### src/rtl/trap_pkg.sv
// ---------------------------------------------------------------------------
// trap_pkg : shared types and constants for the trap/MRET sequencer
// Revision : 1.0
// ---------------------------------------------------------------------------
`default_nettype none

package trap_pkg;

  typedef enum logic [1:0] {
    ST_IDLE     = 2'd0,
    ST_DRAIN    = 2'd1,
    ST_ACT      = 2'd2,
    ST_REDIRECT = 2'd3
  } state_e;

  typedef enum logic {
    KIND_TRAP = 1'b0,
    KIND_MRET = 1'b1
  } kind_e;

  localparam logic [4:0] IRQ_CODE_MEI = 5'd11;
  localparam logic [4:0] IRQ_CODE_MSI = 5'd3;
  localparam logic [4:0] IRQ_CODE_MTI = 5'd7;

  localparam logic [1:0] MTVEC_MODE_DIRECT   = 2'b00;
  localparam logic [1:0] MTVEC_MODE_VECTORED = 2'b01;

endpackage

`default_nettype wire

### src/rtl/irq_prio_enc.sv
// ---------------------------------------------------------------------------
// irq_prio_enc : fixed-priority machine interrupt encoder (MEI > MSI > MTI)
// Revision     : 1.0
// ---------------------------------------------------------------------------
`default_nettype none

module irq_prio_enc
  import trap_pkg::*;
(
  input  logic [31:0] int_pending_vec,
  output logic        any,
  output logic [4:0]  code
);

  // Only the three machine-level sources are serviced; other bits never trap.
  logic unused_bits;
  assign unused_bits = ^{int_pending_vec[31:12], int_pending_vec[10:8],
                         int_pending_vec[6:4],   int_pending_vec[2:0]};

  always_comb begin
    any  = 1'b0;
    code = '0;
    if (int_pending_vec[IRQ_CODE_MEI]) begin
      any  = 1'b1;
      code = IRQ_CODE_MEI;
    end else if (int_pending_vec[IRQ_CODE_MSI]) begin
      any  = 1'b1;
      code = IRQ_CODE_MSI;
    end else if (int_pending_vec[IRQ_CODE_MTI]) begin
      any  = 1'b1;
      code = IRQ_CODE_MTI;
    end
  end

endmodule

`default_nettype wire

### src/rtl/trap_ctrl.sv
// ---------------------------------------------------------------------------
// trap_ctrl : sequences trap entry / MRET (drain, CSR strobe, PC redirect)
// Revision  : 1.0
// ---------------------------------------------------------------------------
`default_nettype none

module trap_ctrl
  import trap_pkg::*;
#(
  parameter int XLEN          = 32,
  parameter int DRAIN_TIMEOUT = 16
) (
  input  logic            clk,
  input  logic            reset,
  input  logic            wb_valid,
  input  logic [XLEN-1:0] wb_pc,
  input  logic [XLEN-1:0] wb_next_pc,
  input  logic            wb_exc,
  input  logic [4:0]      wb_exc_cause,
  input  logic [XLEN-1:0] wb_exc_val,
  input  logic            wb_is_mret,
  input  logic [31:0]     int_pending_vec,
  input  logic            global_int_en,
  input  logic [XLEN-1:0] mtvec,
  input  logic [XLEN-1:0] mepc,
  input  logic            mem_busy,
  output logic            trap_en,
  output logic [XLEN-1:0] trap_pc,
  output logic [XLEN-1:0] trap_cause,
  output logic [XLEN-1:0] trap_val,
  output logic            is_mret,
  output logic            flush,
  output logic            hold_pipe,
  output logic            redirect_valid,
  output logic [XLEN-1:0] redirect_pc,
  output logic            drain_err
);

  localparam int              CNT_W   = $clog2(DRAIN_TIMEOUT + 1);
  localparam logic [CNT_W-1:0] CNT_LIM = CNT_W'(DRAIN_TIMEOUT - 1);

  state_e            state_q, state_d;
  kind_e             kind_q, kind_d;
  logic [XLEN-1:0]   pc_q, pc_d;
  logic [XLEN-1:0]   cause_q, cause_d;
  logic [XLEN-1:0]   val_q, val_d;
  logic [CNT_W-1:0]  cnt_q, cnt_d;

  logic              irq_any;
  logic [4:0]        irq_code;
  logic              irq_take;
  logic              event_det;
  logic [XLEN-1:0]   vec_base;
  logic [XLEN-1:0]   vec_addr;

  irq_prio_enc u_irq_prio_enc (
    .int_pending_vec (int_pending_vec),
    .any             (irq_any),
    .code            (irq_code)
  );

  assign irq_take  = global_int_en & irq_any & ~wb_exc & ~wb_is_mret;
  assign event_det = ~reset & (state_q == ST_IDLE) & wb_valid
                   & (wb_exc | wb_is_mret | irq_take);

  assign vec_base = {mtvec[XLEN-1:2], 2'b00};
  assign vec_addr = vec_base + {{(XLEN-7){1'b0}}, cause_q[4:0], 2'b00};

  always_comb begin
    state_d        = state_q;
    kind_d         = kind_q;
    pc_d           = pc_q;
    cause_d        = cause_q;
    val_d          = val_q;
    cnt_d          = cnt_q;
    trap_en        = 1'b0;
    trap_pc        = '0;
    trap_cause     = '0;
    trap_val       = '0;
    is_mret        = 1'b0;
    flush          = event_det;
    hold_pipe      = 1'b0;
    redirect_valid = 1'b0;
    redirect_pc    = '0;
    drain_err      = 1'b0;

    case (state_q)
      ST_IDLE: begin
        cnt_d = '0;
        if (event_det) begin
          if (wb_exc) begin
            kind_d  = KIND_TRAP;
            pc_d    = wb_pc;
            cause_d = {{(XLEN-5){1'b0}}, wb_exc_cause};
            val_d   = wb_exc_val;
          end else if (wb_is_mret) begin
            kind_d  = KIND_MRET;
            pc_d    = '0;
            cause_d = '0;
            val_d   = '0;
          end else begin
            // The retiring instruction commits, so execution resumes after it.
            kind_d  = KIND_TRAP;
            pc_d    = wb_next_pc;
            cause_d = {1'b1, {(XLEN-6){1'b0}}, irq_code};
            val_d   = '0;
          end
          state_d = mem_busy ? ST_DRAIN : ST_ACT;
        end
      end
      ST_DRAIN: begin
        flush     = 1'b1;
        hold_pipe = 1'b1;
        cnt_d     = cnt_q + CNT_W'(1);
        if (!mem_busy) begin
          state_d = ST_ACT;
        end else if (cnt_q == CNT_LIM) begin
          drain_err = 1'b1;
          state_d   = ST_ACT;
        end
      end
      ST_ACT: begin
        flush     = 1'b1;
        hold_pipe = 1'b1;
        cnt_d     = '0;
        if (kind_q == KIND_MRET) begin
          is_mret = 1'b1;
        end else begin
          trap_en    = 1'b1;
          trap_pc    = pc_q;
          trap_cause = cause_q;
          trap_val   = val_q;
        end
        state_d = ST_REDIRECT;
      end
      ST_REDIRECT: begin
        flush          = 1'b1;
        hold_pipe      = 1'b1;
        redirect_valid = 1'b1;
        if (kind_q == KIND_MRET) begin
          redirect_pc = mepc;
        end else if (cause_q[XLEN-1] && (mtvec[1:0] == MTVEC_MODE_VECTORED)) begin
          redirect_pc = vec_addr;
        end else begin
          redirect_pc = vec_base;
        end
        state_d = ST_IDLE;
      end
      default: state_d = ST_IDLE;
    endcase
  end

  always_ff @(posedge clk) begin
    if (reset) begin
      state_q <= ST_IDLE;
      kind_q  <= KIND_TRAP;
      pc_q    <= '0;
      cause_q <= '0;
      val_q   <= '0;
      cnt_q   <= '0;
    end else begin
      state_q <= state_d;
      kind_q  <= kind_d;
      pc_q    <= pc_d;
      cause_q <= cause_d;
      val_q   <= val_d;
      cnt_q   <= cnt_d;
    end
  end

  // The pipeline is held while sequencing, so a new event here is an upstream bug.
  a_no_event_while_busy: assert property (@(posedge clk) disable iff (reset)
    (state_q != ST_IDLE) |-> !(wb_valid && (wb_exc || wb_is_mret)));

endmodule

`default_nettype wire

### config.mk
export PLATFORM = sky130hd
export DESIGN_NAME = trap_ctrl
export DESIGN_NICKNAME = d
export VERILOG_FILES = /design/src/rtl/trap_pkg.sv /design/src/rtl/irq_prio_enc.sv /design/src/rtl/trap_ctrl.sv
export SDC_FILE = /design/constraint.sdc
export NUM_CORES = 1
export LEC_CHECK = 0
export CORE_ASPECT_RATIO = 0.7
export CORE_UTILIZATION = 29
export CTS_BUF_LIST = sky130_fd_sc_hd__clkbuf_8
export DETAILED_ROUTE_END_ITERATION = 10
export PLACE_DENSITY = 0.67
export SLEW_MARGIN = 20
export SYNTH_ARGS = -nofsm -noshare
export SYNTH_HDL_FRONTEND = slang
export SYNTH_HIERARCHICAL = 1
export SYNTH_SLANG_ARGS = --single-unit
### constraint.sdc
create_clock -name clk -period 8.9 [get_ports clk]
set_input_delay 2.67 -clock clk [delete_from_list [all_inputs] [get_ports clk]]
set_output_delay 2.67 -clock clk [all_outputs]
set_load 0.01 [all_outputs]
==> impl_metrics.csv, run 1 <==
group,metric,value,unit
outcome,status,"complete, no violations",
clock_tree,cts_resized,0,
layout,n_antenna_cell,0,
floorplan,initial_core_util,29.9,%
synth,synthCells,688,
floorplan,dieArea,0.0184,mm^2
routing,drt-total-wl,18100,um
critical_path,r2r_slack,6570,ps
critical_path,end_kind,"output pin",
floorplan,core,0.0173,mm^2
synth,synthMuxAreaShare,0,%
pwr,ir_worst_vdd,71.3,uV
pwr,leakagePower,0.00283,uW
critical_path,crit_path_frequent_cell,"clkdlybuf4s50_1",
critical_path,r2r-end,"pc_q[5]$_SDFFE_PP0P_",
floorplan,die_h,114,um
synth,synth_seq_cells,78,
global_route,antenna_found_initial,0,
clock_tree,cts_tree,"yes",
clock_tree,root_buffer,"clkbuf_8",
synth,synth_xor_area_share,4.40,%
clock_tree,cts_max_level,3,
synth,yosysSeqAreaShare,30.2,%
critical_path,cp_num_buf_inv,4,
clock_tree,postCtsSetupRepairBufs,0,
critical_path,critical_path_depth,11,
critical_path,critPathArrivalTime,5660,ps
job,max_cap_violations,0,
synth,synth_top_family_by_area,"simple AND/OR/NAND/NOR gates",
pwr,p_per_area,138,mW/mm^2
routing,drc,0,
routing,viasPerCell,4.81,
synth,synth_adder_area_share,3.29,%
worst_hold_path,hp-class,"flop to flop",
critical_path,cpMaxStageDelayCell,"clkdlybuf4s50_1",
synth,synth_area,0.00518,mm^2
global_route,grt.total_usage,19.5,%
critical_path,crit_family,"buffers and inverters",
critical_path,crit_type,"input port to output pin",
synth,synth_area_leader_cell,"dfxtp_1",
critical_path,reg2regPathDepth,7,
synth,synth_flop_cell,"dfxtp_1",
synth,ys_async_sr_fraction,0,%
layout,drive_gt1_share,5.14,%
routing,vias,5604,
global_route,grt_pass1_vias,5275,
critical_path,crit_chain,"clkdlybuf4s50_1 -> ha_1 -> inv_1 -> fa_1 -> nor2b_1 -> o211ai_1 -> buf_4 -> a2111oi_2 -> xnor2_1 -> o21ai_0 -> clkdlybuf4s50_1",
global_route,grt_max_degree,79,
routing,drt.antenna.violating_nets,0,
synth,synth_area_leaders,"dfxtp_1 (30%), and2_1 (8.8%), a21oi_1 (6.3%)",
clock_tree,cts_buffers,9,
synth,synth_top_area_share,30.2,%
sta,setup_violations,0,
synth,synthSimpleGateAreaFrac,29.5,%
sta,clock.fmax,120,MHz
clock_tree,clk_latency,340,ps
critical_path,crit_fanout,9,
sta,slew_violations,0,
layout,layout_common_cells,"clkdlybuf4s50_1 (280), dfxtp_1 (78), and2_1 (73), a21oi_1 (64), nand2_1 (63)",
routing,wl_per_cell,15.6,um
clock_tree,clockBufferDepth,2,
placement,place_area,0.00803,mm^2
synth,synth_edf_count,0,
floorplan,die_w,162,um
synth,syn_area_per_cell,7.53,um^2
clock_tree,clkTransAtPathRegs,80,ps
synth,yosysWarningCount,6,
sta,worst_pin_slew,877,ps
sta,relSlewSlack,41.5,%
critical_path,timing.rr.start,"state_q[0]$_SDFFE_PP0P_",
routing,dr.pass1.iters,4,
clock_tree,postCtsHoldBufs,0,
floorplan,io_pins,338,
critical_path,endpoint,"redirect_pc[28]",
synth,synth_cell_type_count,47,
clock_tree,cts.sinks,78,
layout,final_common_cell,"clkdlybuf4s50_1",
placement,gp_congestion,0.852,
sta,min_period_over_period,93.6,%
critical_path,cp-startpoint,"mtvec[2]",
global_route,grt.overflow.total,0,
sta,finalHoldViolCount,0,
sta,whs,447,ps
layout,syn2layout_area_growth,58.7,%
sta,skew,4.97,ps
critical_path,required,6230,ps
sta,grt_setup_unrepaired,"false",
critical_path,max_stage_delay,560,ps
layout,final_cell_area,0.00822,mm^2
synth,synth_compound_area_share,22.5,%
critical_path,worstSetupStartpointType,"input port",
placement,place_hpwl,13200,um
sta,final.min_clock_period,8330,ps
global_route,grt_pass1_wl,28500,um
layout,fin_nets,1146,
routing,drt_iter0_drc,274,
placement,io_buffers,282,
sta,final.setup.tns,0,ps
floorplan,rows,40,
## power by group
group,total (uW),internal (uW),switching (uW)
Clock,260,128,133
Combinational,463,217,246
Sequential,413,390,23.0
## Yosys cell counts (all sizes together), types with 3 or more instances
cell	number
a2111oi	11
a211oi	15
a21o	3
a21oi	65
a221oi	37
and2	73
and3	8
buf	35
clkbuf	55
dfxtp	78
ha	12
inv	13
nand2	64
nand3	40
nand3b	3
nand4	3
nor2	52
nor2b	3
nor3	39
nor3b	4
o21ai	27
or4	3
xnor2	25
## logic make-up (layout without fill, tap and decap cells)
family | count (synthesis) | count (layout)
adder cells (fa/ha/maj) | 13 | 13
AO/OA/AOI/OAI | 166 | 166
other | 2 | 27
flip-flops | 78 | 78
buffers and inverters | 103 | 323
XOR/XNOR | 26 | 26
AND/OR/NAND/NOR | 300 | 300
## stage by stage
step                power, uW  util (%)  worst slack (ps)  instances
floorplan                 674         -              1650        713
global placement          885      46.4               625       1149
detailed placement        890      46.4               608       1149
CTS                      1160      47.5               570       1164
global route             1230      47.5               305       1164
finish                   1140      47.5               567       1164
## state kept, by name, indices dropped and copies added, names as in the netlist
register	flops
pc_q	32
cnt_q	5
kind_q	1
state_q	2
val_q	32
cause_q	6
## layer usage
metal | share of wire (%) | up-vias | wire, um | track usage, %
met5 | 0 | - | 0 | 0
met4 | 0.60 | 0 | 108 | 3.14
met3 | 6.8 | 8 | 1230 | 5.13
met2 | 45 | 170 | 8200 | 31.1
met1 | 47 | 2578 | 8560 | 26.7
li1 | - | 2848 | - | -
## layout make-up
type | count | area (um^2)
Clock buffer | 9 | 124
Clock inverter | 6 | 63.8
Fill cell | 1773 | 9100
Inverter | 13 | 48.8
Multi-Input combinational cell | 532 | 3220
Sequential cell | 78 | 1560
Tap cell | 231 | 289
Timing Repair Buffer | 295 | 2910
## worst reg2reg max path: cells and delay by family (launching register included)
kind,cells,cell delay (ps)
AO/OA/AOI/OAI,2,680
adder cells (fa/ha/maj),1,390
buffers and inverters,2,480
flip-flops,1,350
AND/OR/NAND/NOR,2,300
## worst min path at each step
| stage | depth (start not counted) | endpoint | slack [ps] | from |
|---|---|---|---|---|
| after CTS | 2 | val_q[15]$_SDFFE_PP0P_ | 450 | val_q[15]$_SDFFE_PP0P_ |
| after floorplan | 2 | val_q[0]$_SDFFE_PP0P_ | 430 | val_q[0]$_SDFFE_PP0P_ |
| after global placement | 2 | val_q[11]$_SDFFE_PP0P_ | 430 | val_q[11]$_SDFFE_PP0P_ |
| final | 2 | val_q[10]$_SDFFE_PP0P_ | 450 | val_q[10]$_SDFFE_PP0P_ |
| after detailed placement | 2 | val_q[27]$_SDFFE_PP0P_ | 440 | val_q[27]$_SDFFE_PP0P_ |
| after global routing | 2 | val_q[13]$_SDFFE_PP0P_ | 470 | val_q[13]$_SDFFE_PP0P_ |
Note: power is estimated with default switching activity, not from simulation.
==> run 2: changes to the inputs <==
- PLACE_DENSITY: 0.67 -> unset
- PLACE_DENSITY_LB_ADDON: unset -> 0.25
==> run 2 against run 1 <==
Compared with the run above:
- clock power hardly changed
- routed wire length is 1.4% higher
- maximum frequency is 0.55% higher
- combinational power hardly changed
- cell count hardly changed
- global-route usage is 0.079 points lower
- register-to-register slack worse by 410 ps
- highest routed layer unchanged
- hold slack better by 2.6 ps
- critical endpoint is now redirect_pc[26]
- sequential power hardly changed
==> impl_metrics.csv, run 2 (synthesized netlist as in run 1, its figures left out) <==
group,metric,value,unit
sta,slew_violations,0,
floorplan,dieArea,0.0184,mm^2
critical_path,crit_path_frequent_cell,"clkdlybuf4s50_1",
sta,final.min_clock_period,8290,ps
layout,final_common_cell,"clkdlybuf4s50_1",
sta,relSlewSlack,41.2,%
pwr,pwr-share-seq,36.3,%
floorplan,rows,40,
sta,setup_slack,613,ps
clock_tree,clockBufferDepth,2,
global_route,grt.total_usage,19.4,%
pwr,clkPwrFrac,23.1,%
critical_path,cpMaxStageDelayCell,"clkdlybuf4s50_1",
routing,drt-total-wl,18300,um
sta,min_period_over_period,93.1,%
routing,drt_iter0_drc,346,
clock_tree,clk_latency,360,ps
global_route,grt_max_degree,79,
clock_tree,root_buffer,"clkbuf_8",
layout,drive_gt1_share,5.14,%
sta,final.setup.tns,0,ps
sta,whs,449,ps
critical_path,end_kind,"output pin",
pwr,switchingPower,420,uW
sta,setup_violations,0,
critical_path,max_stage_delay,550,ps
floorplan,core,0.0173,mm^2
routing,dr.pass1.iters,5,
clock_tree,clkTransAtPathRegs,90,ps
worst_hold_path,hp-class,"flop to flop",
pwr,comb_power_share,40.7,%
placement,place_hpwl,13300,um
placement,gp_congestion,0.790,
pwr,leakagePower,0.00283,uW
pwr,ir_worst_vdd,91.5,uV
critical_path,cp-startpoint,"mtvec[2]",
clock_tree,cts_buffers,9,
sta,skew,12.1,ps
pwr,p_int,721,uW
pwr,p_per_area,139,mW/mm^2
sta,finalHoldViolCount,0,
global_route,grt_pass1_wl,28400,um
global_route,grt_pass1_vias,5172,
critical_path,cp_num_buf_inv,4,
routing,vias,5593,
routing,drt.antenna.violating_nets,0,
floorplan,io_pins,338,
clock_tree,cts_max_level,3,
floorplan,die_h,114,um
routing,wl_per_cell,15.7,um
critical_path,crit_fanout,9,
clock_tree,postCtsSetupRepairBufs,0,
pwr,p_total,1140,uW
layout,reg.largest.list,"pc_q: 32 flops, val_q: 32 flops, cause_q: 6 flops",
sta,worst_pin_slew,882,ps
outcome,status,"complete, no violations",
layout,final_cell_area,0.00822,mm^2
global_route,antenna_found_initial,0,
critical_path,crit_chain,"clkdlybuf4s50_1 -> ha_1 -> inv_1 -> fa_1 -> nor2b_1 -> o211ai_1 -> buf_4 -> a2111oi_4 -> xnor2_1 -> a21oi_1 -> clkdlybuf4s50_1",
critical_path,timing.rr.start,"state_q[0]$_SDFFE_PP0P_",
clock_tree,postCtsHoldBufs,0,
critical_path,crit_type,"input port to output pin",
placement,place_area,0.00803,mm^2
worst_hold_path,worstHoldStart,"val_q[28]$_SDFFE_PP0P_",
critical_path,required,6230,ps
critical_path,r2r_slack,6160,ps
layout,n_antenna_cell,0,
critical_path,critPathArrivalTime,5620,ps
floorplan,die_w,162,um
floorplan,initial_core_util,29.9,%
critical_path,worstSetupStartpointType,"input port",
critical_path,crit_family,"buffers and inverters",
placement,io_buffers,282,
clock_tree,cts.sinks,78,
job,max_cap_violations,0,
layout,fillCellCount,1749,
clock_tree,cts_resized,0,
layout,fin_nets,1146,
pwr,p_sw_share,36.8,%
sta,grt_setup_unrepaired,"false",
placement,dp_worst_setup_slack,624,ps
routing,drc,0,
routing,viasPerCell,4.80,
clock_tree,cts_tree,"yes",
sta,clock.fmax,121,MHz
layout,layout_common_cells,"clkdlybuf4s50_1 (280), dfxtp_1 (78), and2_1 (73), a21oi_1 (64), nand2_1 (63)",
layout,syn2layout_area_growth,58.8,%
global_route,grt.overflow.total,0,
## run 2: cell count changes in the layout (fill, tap and decap cells not counted)
cell / before / now
inv_8: 0 / 1
inv_6: 0 / 3
clkinv_4: 1 / 0
bufinv_16: 1 / 0
inv_1: 12 / 13
clkbuf_8: 9 / 10
inv_2: 1 / 0
clkinv_2: 2 / 0
## run 2: per-layer routing
metal  vias to the layer above  share of wire [%]  track usage (%)
met3                         6                5.7             4.47
met1                      2553                 47             26.1
met2                       188                 46             32.3
met4                         0               0.54             2.77
met5                         -                  0                0
li1                       2846                  -                -
## run 2: worst reg2reg max path, stage by stage, from the launching register on
cell and delay, ps:
dfxtp_1 350, inv_1 130, ha_1 370, nand3b_1 240
a21oi_4 200, buf_4 630, o22ai_1 320, a211oi_1 280
a211oi_1 80
## run 2: power by group through the flow
stage	clock, uW	combinational (uW)	sequential, uW
2_1_floorplan	0	259	414
3_3_place_gp	0	464	421
3_5_place_dp	0	467	423
4_1_cts	274	469	415
5_1_grt	289	515	420
6_report	263	464	414
## run 2: layout make-up
class / instances / area (um^2) / area share [%]
clock inverter: 6 / 52.6 / 0.639
multi-input combinational: 532 / 3220 / 39.2
timing repair buffer: 295 / 2910 / 35.4
inverter: 13 / 48.8 / 0.593
sequential: 78 / 1560 / 19.0
clock buffer: 10 / 138 / 1.67
tap: 231 / 289 / 3.51
## run 2: worst paths after layout
kind / endpoint / cells after the start
hold / removal: val_q[28]$_SDFFE_PP0P_ / 2
setup / recovery: redirect_pc[26] / 11
setup reg to reg: state_q[0]$_SDFFE_PP0P_ / 8
hold reg to reg: val_q[28]$_SDFFE_PP0P_ / 2
## run 2: per-stage QoR
stage / cells / utilization (%)
6_report: 1165 / 47.5
5_1_grt: 1165 / 47.5
4_1_cts: 1165 / 47.5
3_3_place_gp: 1149 / 46.4
2_1_floorplan: 713 / -
3_5_place_dp: 1149 / 46.4
==> run 3: changes to the inputs <==
- RECOVER_POWER: unset -> 50
==> run 3 against run 2 <==
Compared with the run above:
- the run now ends with capacitance limit, slew limit left
- routed wire length up 0.26%
- clock power barely moved
- clock skew shrank 2.0 ps
- hold slack is essentially flat
- sequential power hardly changed
- maximum frequency barely moved
- sequential share of layout area about the same
- first-iteration DRC count shrank 2.0%
- die area unchanged
- register-to-register slack got worse by 150 ps
- critical endpoint unchanged
==> impl_metrics.csv, run 3 (synthesized netlist as in run 1, its figures left out) <==
group,metric,value,unit
pwr,pwr-share-seq,36.4,%
layout,n_antenna_cell,0,
global_route,grt_max_degree,79,
pwr,switchingPower,419,uW
layout,fin_nets,1146,
outcome,status,"finished, violations left",
critical_path,reg2regPathDepth,8,
critical_path,crit_type,"input port to output pin",
pwr,p_int,717,uW
critical_path,r2r-end,"state_q[0]$_SDFFE_PP0P_",
clock_tree,cts_tree,"yes",
worst_hold_path,worstHoldStart,"val_q[22]$_SDFFE_PP0P_",
critical_path,crit_fanout,9,
clock_tree,cts_buffers,9,
layout,final_cell_area,0.00821,mm^2
routing,drt.antenna.violating_nets,0,
pwr,clkPwrFrac,23.1,%
critical_path,timing.rr.start,"state_q[0]$_SDFFE_PP0P_",
floorplan,initial_core_util,29.9,%
pwr,comb_power_share,40.5,%
routing,drt-total-wl,18400,um
floorplan,io_pins,338,
clock_tree,clockBufferDepth,2,
routing,drc,0,
pwr,p_total,1140,uW
clock_tree,postCtsSetupRepairBufs,0,
outcome,violations,"capacitance limit, slew limit",
critical_path,critPathArrivalTime,5620,ps
clock_tree,root_buffer,"clkbuf_8",
layout,drive_gt1_share,4.82,%
layout,multi_input_area,0.00322,mm^2
pwr,leakagePower,0.00282,uW
routing,wl_per_cell,15.8,um
layout,final_common_cell,"clkdlybuf4s50_1",
global_route,grt.total_usage,19.4,%
clock_tree,clkTransAtPathRegs,90,ps
global_route,grt.overflow.total,0,
sta,final.min_clock_period,8290,ps
global_route,grt_pass1_vias,5172,
layout,reg.largest.list,"pc_q: 32 flops, val_q: 32 flops, cause_q: 6 flops",
routing,dr.pass1.iters,7,
floorplan,rows,40,
critical_path,r2r_slack,6010,ps
placement,place_hpwl,13300,um
clock_tree,cts_max_level,3,
routing,vias,5597,
floorplan,core,0.0173,mm^2
job,max_cap_violations,1,
clock_tree,cts_resized,0,
layout,instances_no_fill,1165,
floorplan,dieArea,0.0184,mm^2
clock_tree,postCtsHoldBufs,0,
floorplan,die_w,162,um
critical_path,required,6230,ps
sta,slew_violations,79,
pwr,p_sw_share,36.9,%
placement,io_buffers,282,
sta,worst_pin_slew,3760,ps
layout,fin_util,47.4,%
sta,relSlewSlack,-150,%
pwr,ir_worst_vdd,89.9,uV
routing,drt_iter0_drc,339,
sta,min_period_over_period,93.1,%
clock_tree,clk_latency,350,ps
sta,grt_setup_unrepaired,"false",
placement,dp.cells,1149,
routing,viasPerCell,4.80,
placement,place_area,0.00803,mm^2
sta,finalHoldViolCount,0,
worst_hold_path,whs_path_depth,2,
critical_path,end_kind,"output pin",
worst_hold_path,whs_endpoint,"val_q[22]$_SDFFE_PP0P_",
layout,fillCellCount,1751,
sta,skew,10.1,ps
sta,setup_violations,0,
sta,final.setup.tns,0,ps
layout,syn2layout_area_growth,58.5,%
layout,ff_latch_area,0.00156,mm^2
global_route,grt_pass1_wl,28400,um
critical_path,worstSetupStartpointType,"input port",
floorplan,die_h,114,um
placement,gp_congestion,0.790,
global_route,antenna_found_initial,0,
clock_tree,cts.sinks,78,
sta,clock.fmax,121,MHz
layout,layout_common_cells,"clkdlybuf4s50_1 (275), dfxtp_1 (78), and2_1 (65), a21oi_1 (64), nand2_1 (63)",
pwr,p_per_area,138,mW/mm^2
worst_hold_path,hp-class,"flop to flop",
==> run 3: cell count changes in the layout (fill, tap and decap cells not counted), sizes merged <==
cell           before  now
clkbuf             10   12
buf                15   13
clkdlybuf4s50     280  275
dlygate4sd3         0    5
==> run 3: metrics by stage <==
step / hold slack [ps] / setup WS [ps]
2_1_floorplan: 427 / 1650
3_3_place_gp: 433 / 616
3_5_place_dp: 439 / 624
4_1_cts: 453 / 616
5_1_grt: 472 / 403
6_report: 449 / 614
==> run 3: area by class of cell <==
type,count,area share (%)
Sequential cell,78,19.0
Clock inverter,6,0.640
Inverter,13,0.595
Multi-Input combinational cell,532,39.2
Clock buffer,10,1.68
Timing Repair Buffer,295,35.4
Tap cell,231,3.52
==> run 3: worst max-delay path, cell delays in order <==
cell             delay, ps
clkdlybuf4s50_1        490
ha_1                   190
inv_1                   60
fa_1                   390
nor2b_1                180
o211ai_1               190
buf_4                  260
a2111oi_4              320
xnor2_1                130
a21oi_1                160
clkdlybuf4s50_1        560
==> run 3: worst max path at each step <==
stage / start / end / slack [ps] / depth (start not counted)
4_1_cts: mtvec[2] / redirect_pc[28] / 620 / 11
2_1_floorplan: mtvec[2] / redirect_pc[12] / 1650 / 9
5_1_grt: mtvec[2] / redirect_pc[22] / 400 / 11
3_5_place_dp: mtvec[2] / redirect_pc[28] / 620 / 11
3_3_place_gp: mtvec[2] / redirect_pc[28] / 620 / 11
6_report: mtvec[2] / redirect_pc[26] / 610 / 11
==> run 3: power groups by stage <==
stage / Sequential [uW] / Combinational (uW) / Clock (uW)
2_1_floorplan: 414 / 259 / 0
5_1_grt: 421 / 511 / 289
3_3_place_gp: 421 / 464 / 0
3_5_place_dp: 423 / 467 / 0
6_report: 414 / 460 / 262
4_1_cts: 415 / 469 / 274
==> run 3: routing by layer <==
layer | global-route usage [%] | vias to the layer above | wire length, um
met5 | 0 | - | 0
met4 | 2.77 | 0 | 99
met3 | 4.47 | 6 | 1050
met2 | 32.3 | 184 | 8540
met1 | 26.1 | 2559 | 8700
li1 | - | 2848 | -
